==> src/rtl/rr_mux_arbiter.sv <==
// Round-robin arbiter driving the select pair of a shared 4:1 mux.
// Grants one requester at a time with rotating priority and a bounded hold time.
module rr_mux_arbiter #(
  parameter int unsigned HOLD_MAX = 8
) (
  input  logic       clk,
  input  logic       rst_n,
  input  logic [3:0] req,
  output logic [3:0] grant,
  output logic       valid,
  output logic [1:0] owner,
  output logic       s1,
  output logic       s2
);

  localparam int unsigned     CW      = (HOLD_MAX > 1) ? $clog2(HOLD_MAX) : 1;
  localparam logic [CW-1:0]   CNT_MAX = CW'(HOLD_MAX - 1);

  typedef enum logic {IDLE, BUSY} state_e;

  state_e        state_q;
  logic [3:0]    grant_q;
  logic [1:0]    owner_q;
  logic [1:0]    ptr_q;
  logic [CW-1:0] cnt_q;

  logic [1:0]    win_d;
  logic [1:0]    ptr_d;
  logic [3:0]    grant_d;
  logic          any_req;
  logic          others;
  logic          owner_req;
  logic          hold_done;

  // First requester found scanning from ptr_q upward with wraparound.
  always_comb begin
    logic       found;
    logic [1:0] idx;
    win_d = ptr_q;
    found = 1'b0;
    idx   = ptr_q;
    for (int unsigned i = 0; i < 4; i++) begin
      idx = ptr_q + 2'(i);
      if (!found && req[idx]) begin
        win_d = idx;
        found = 1'b1;
      end
    end
  end

  always_comb begin
    any_req   = |req;
    others    = |(req & ~grant_q);
    owner_req = req[owner_q];
    hold_done = (cnt_q == CNT_MAX);
    ptr_d     = win_d + 2'd1;
    grant_d   = 4'(1) << win_d;
  end

  always_ff @(posedge clk or negedge rst_n) begin
    if (!rst_n) begin
      state_q <= IDLE;
      grant_q <= '0;
      owner_q <= '0;
      ptr_q   <= '0;
      cnt_q   <= '0;
    end else begin
      case (state_q)
        IDLE: begin
          if (any_req) begin
            state_q <= BUSY;
            grant_q <= grant_d;
            owner_q <= win_d;
            ptr_q   <= ptr_d;
            cnt_q   <= '0;
          end
        end
        BUSY: begin
          // Release and hold expiry both hand over; owner/ptr stay put on idle.
          if ((!owner_req && others) || (owner_req && hold_done && others)) begin
            grant_q <= grant_d;
            owner_q <= win_d;
            ptr_q   <= ptr_d;
            cnt_q   <= '0;
          end else if (!owner_req) begin
            state_q <= IDLE;
            grant_q <= '0;
          end else if (!hold_done) begin
            cnt_q <= cnt_q + CW'(1);
          end
        end
        default: begin
          state_q <= IDLE;
          grant_q <= '0;
        end
      endcase
    end
  end

  assign grant = grant_q;
  assign valid = (state_q == BUSY);
  assign owner = owner_q;
  assign s1    = owner_q[0];
  assign s2    = owner_q[1];

endmodule

==> config.mk <==
export PLATFORM = sky130hd
export DESIGN_NAME = rr_mux_arbiter
export DESIGN_NICKNAME = d
export VERILOG_FILES = /design/src/rtl/rr_mux_arbiter.sv
export SDC_FILE = /design/constraint.sdc
export NUM_CORES = 1
export LEC_CHECK = 0
export CORE_UTILIZATION = 50
export CTS_CLUSTER_DIAMETER = 100
export DETAILED_ROUTE_END_ITERATION = 8
export PLACE_DENSITY_LB_ADDON = 0.25
export SYNTH_ARGS = -nofsm -noshare
export SYNTH_HDL_FRONTEND = slang
export SYNTH_SLANG_ARGS = --single-unit
export TNS_END_PERCENT = 1
==> constraint.sdc <==
create_clock -name clk -period 2.35 [get_ports clk]
set_input_delay 0.47 -clock clk [delete_from_list [all_inputs] [get_ports clk]]
set_output_delay 0.47 -clock clk [all_outputs]
set_load 0.005 [all_outputs]
==> impl_metrics.tcl, run 1 <==
set metrics [dict create \
    worstPathArrival_ps 2170 \
    path_buf_inv 2 \
    cp_slowest_cell "or4_4" \
    synthDistinctLibCells 25 \
    ant_nets 0 \
    synth_top_area_share_pct 36.8 \
    routed_wl_um 1590 \
    ir_drop_mv 0.648 \
    synthTopCellsByArea "dfrtp_1 (37%), ha_1 (9.2%), nand2_1 (6.4%)" \
    dieArea_um2 1800 \
    cts_resized 0 \
    setup.worst_path.end_class "register" \
    synth_adder_area_share_pct 9.19 \
    fin_skew_ps 4.54 \
    worst_pin_slew_ps 575 \
    grt_overflow 0 \
    clk_latency_ps 270 \
    critPathMaxFanout 10 \
    post-route-period-util_pct 86.0 \
    slowest_delay_ps 620 \
    start_util_pct 53.6 \
    final-setup-viol-count 0 \
    cts_tree "done" \
    yosys.area.top_type "dfrtp_1" \
    synth_compound_area_share_pct 23.9 \
    postLayoutCellArea_um2 1010 \
    synth_area_um2 817 \
    track_usage_pct 21.0 \
    drv_cap 0 \
    yosys_warnings 0 \
    drv_slew 0 \
    numPortBuffers 14 \
    num_rows 14 \
    final_util_pct 66.3 \
    power_per_cell_area_nw_per_um2 1120 \
    grt_pass1_wl_um 2820 \
    final_layout_size_suffix_gt1_share_pct 17.0 \
    hp-class "register to register" \
    start_kind "input pin" \
    grt_max_degree 13 \
    rsz0062_at_grt "no" \
    synth.mux.area_fraction_pct 7.20 \
    syn_inst 81 \
    core_area_um2 1520 \
    cp_top_family "simple AND/OR/NAND/NOR gates" \
    synth_top_family_by_area "compound AO/OA/AOI/OAI gates" \
    hold_viol 0 \
    cts.sink_count 12 \
    gp_congestion 0.846 \
    avgRoutedWirePerCell_um 13.7 \
    die_w_um 42.4 \
    final_cell_mix "nand2_1 (14), clkdlybuf4s50_1 (14), dfrtp_1 (12)" \
    yosys.area_share.xor_xnor_pct 0 \
    layout.nets 114 \
    ys_seq_area_share_pct 36.8 \
    hpwl_um 1210 \
    placedInstanceArea_um2 988 \
    min_period_ps 2020 \
    drt_iter0_drc 13 \
    synth-simple-area-share_pct 17.5 \
    first_pass_iters 6 \
    leakage_nw 0.463 \
    synth_fp_nets 93 \
    critPathRequiredTime_ps 2500 \
    ctsLongestPathBuffers 2 \
    max_slew_margin_pct 61.6 \
    grt_pass1_vias 621 \
    vias 639 \
    cts_setup_buffers 0 \
    crit_chain "clkdlybuf4s50_1 > or4_4 > nor2_8 > o22ai_4 > buf_4 > nand2_1 > o21ai_0" \
    ys_seq_elements 12 \
    hold_buffers 0 \
    viasPerCell 5.51 \
    area_growth_pct 23.7 \
    path_class "input pin to register" \
    h-tree-depth 1 \
    avgSynthCellArea_um2 10.1 \
    antenna_found_initial 0 \
    drc 0 \
    diodes 0 \
    cts_buffers 3 \
    cts-root-buf "clkbuf_4" \
    status "complete, no violations" \
    die_y_um 42.4 \
    clk_pin_slew_ps 80 \
    num_io_pins 15 \
    tns_ps 0 \
    fmax_ghz 0.495 \
]
## metrics by stage
step / setup WS [ps] / hold slack [ps] / total power, mW / std cells
finish: 328 / 550 / 1.13 / 116
global route: 259 / 579 / 1.23 / 116
CTS: 352 / 553 / 1.14 / 116
detailed placement: 57.8 / 540 / 1.00 / 113
global placement: 86.4 / 537 / 0.987 / 113
floorplan: 665 / 174 / 0.795 / 81
## worst reg2reg max path, cell delays in order (launching register included)
cell     delay [ps]
dfrtp_1         410
ha_1            210
ha_1            190
nor2b_1         150
a22o_1          270
o22ai_4         120
buf_4           200
nand2_1          70
o21ai_0          70
## area by class of cell
type                            instances  area, um2
Inverter                                5       18.8
Clock buffer                            3       22.5
Tap cell                               16       20.0
Multi-Input combinational cell         61        472
Sequential cell                        12        300
Timing Repair Buffer                   19        178
Fill cell                             117        513
## kinds of logic after synthesis
kind of cell | count (synthesis)
flops | 12
buf+inv | 8
mux | 5
simple gates | 26
fa+ha+maj | 6
compound gates | 24
## layer usage
layer	global-route usage [%]	vias up	routed length (um)
li1	-	323	-
met1	27.9	304	773
met2	32.9	10	750
met3	3.88	2	53
met4	9.38	0	14
met5	0	-	0
## report_power, final
part	switching (mW)	internal (mW)
sequential	0.0830	0.289
combinational	0.289	0.342
clock	0.0675	0.0592
total	0.439	0.690
## sequential cells by signal, summed over array words and instances (netlist names)
name   cells
owner      2
grant      4
cnt_q      3
ptr_q      2
valid      1
## final timing paths
kind | start | to | slack [ps] | depth (start not counted)
setup / recovery | req[1] | grant[1] | 330 | 7
hold / removal | grant[0] | grant[0] | 550 | 2
setup reg to reg | cnt_q[0] | grant[1] | 550 | 8
hold reg to reg | grant[0] | grant[0] | 550 | 2
max in group asynchronous | rst_n | cnt_q[2] | 1410 | 1
min in group asynchronous | rst_n | grant[1] | 560 | 1
## cell usage after synthesis (all sizes together)
cell type,n
a2111oi,1
a21oi,2
a22o,6
a31oi,1
and2b,1
and3,1
buf,3
dfrtp,12
ha,6
inv,5
mux2,4
mux2i,1
nand2,14
nor2,3
nor2b,6
o21a,1
o21ai,9
o221a,1
o22ai,1
o31ai,2
or4,1
(Power assumes the default switching activity.)
==> run 2, diff against run 1 <==
Settings changed: CORE_MARGIN set to 10.
==> impl_metrics.tcl, run 2 (synthesis gave the netlist of run 1 again) <==
set metrics [dict create \
    status "complete, no violations" \
    min_period_ps 1990 \
    numPortBuffers 14 \
    slowest_delay_ps 620 \
    cts_buffers 3 \
    area_growth_pct 25.4 \
    largest_register_ffs 4 \
    final_layout_size_suffix_gt1_share_pct 17.8 \
    rr_endpoint "grant[3]" \
    vias 656 \
    final_cell_mix "nand2_1 (14), clkdlybuf4s50_1 (14), dfrtp_1 (12)" \
    drt_iter0_drc 10 \
    postLayoutCellArea_um2 1020 \
    cts_tree "done" \
    viasPerCell 5.61 \
    cts-root-buf "clkbuf_4" \
    num_rows 14 \
    ir_drop_mv 0.582 \
    hp-class "input pin to asynchronous set/reset pin" \
    start_kind "input pin" \
    cp_slowest_cell "or4_4" \
    use_met1_pct 13.8 \
    path_class "input pin to register" \
    worst_pin_slew_ps 557 \
    postLayoutSetupSlackWorst_ps 356 \
    setup.worst_path.end_class "register" \
    avgRoutedWirePerCell_um 16.1 \
    pre_cts_ws_ps 50.5 \
    crit_chain "clkdlybuf4s50_1 > or4_4 > nor2_8 > o22ai_4 > buf_4 > nand2_1 > o21ai_0" \
    diodes 0 \
    drc 0 \
    clk_pin_slew_ps 90 \
    r2r_setup_slack_ps 530 \
    fmax_ghz 0.502 \
    critPathRequiredTime_ps 2520 \
    use_met2_pct 19.1 \
    tns_ps 0 \
    clk_latency_ps 290 \
    ant_nets 0 \
    die_y_um 60.4 \
    start_util_pct 53.6 \
    dieArea_um2 3650 \
    cts_resized 0 \
    layout.nets 114 \
    cts.sink_count 12 \
    grt_pass1_vias 702 \
    hold_viol 0 \
    num_io_pins 15 \
    die_w_um 60.4 \
    h-tree-depth 1 \
    cp_top_family "simple AND/OR/NAND/NOR gates" \
    post-route-period-util_pct 84.8 \
    busiest_layer "met2" \
    fin_skew_ps 6.99 \
    worstReg2RegStart "cnt_q[0]" \
    drv_slew 0 \
    rr_worst_depth 8 \
    critPathMaxFanout 10 \
    hold_buffers 0 \
    max_slew_margin_pct 62.7 \
    core_area_um2 1520 \
    gp_congestion 0.818 \
    grt_use_met3_pct 3.13 \
    leakage_nw 0.470 \
    hpwl_um 1420 \
    grt_pass1_wl_um 3230 \
    grt_overflow 0 \
    first_pass_iters 4 \
    routed_wl_um 1880 \
    drv_cap 0 \
    path_buf_inv 2 \
    cts_setup_buffers 0 \
    antenna_found_initial 0 \
    rsz0062_at_grt "no" \
    worstPathArrival_ps 2170 \
    final-setup-viol-count 0 \
    power_per_cell_area_nw_per_um2 1160 \
    grt_max_degree 13 \
    hold_slack_ps 536 \
    placedInstanceArea_um2 988 \
    track_usage_pct 11.6 \
    ctsLongestPathBuffers 2 \
]
## run 2: area by class of cell
cell class              instances  area [um2]
inverters                       5        18.8
repair buffers                 19         178
fillers                       137         499
multi-input cells              61         472
flip-flops and latches         12         300
clock buffers                   4        36.3
well taps                      16        20.0
## run 2: how the worst max path moves through the flow
stage / start / endpoint / cells after the start
floorplan: req[1] / owner[1] / 4
global placement: req[2] / grant[3] / 7
detailed placement: req[1] / grant[3] / 7
CTS: req[2] / grant[3] / 7
global route: req[1] / grant[3] / 6
finish: req[1] / grant[3] / 7
## run 2: layer usage
layer,share of wire [%],wire length (um)
met1,45,838
met3,5.3,100
met2,48,905
met4,1.9,36
met5,0,0
## run 2: power breakdown
part	switching, mW	internal, mW
clock network	0.0822	0.0944
registers	0.0863	0.289
logic	0.295	0.341
total	0.463	0.724
## run 2: worst register-to-register path, delay by kind of cell, from the launching register on
kind	cells	cell delay (ps)
AOI/OAI and AO/OA	3	470
and+or+nand+nor	2	230
adders and majority gates	2	400
DFF	1	420
buffers and inverters	1	200
## run 2: through the flow
step | utilization (%) | power [mW] | cells
finish | 67.2 | 1.19 | 117
CTS | 67.2 | 1.19 | 117
floorplan | - | 0.795 | 81
global route | 67.2 | 1.30 | 117
global placement | 64.9 | 0.991 | 113
detailed placement | 64.9 | 1.01 | 113
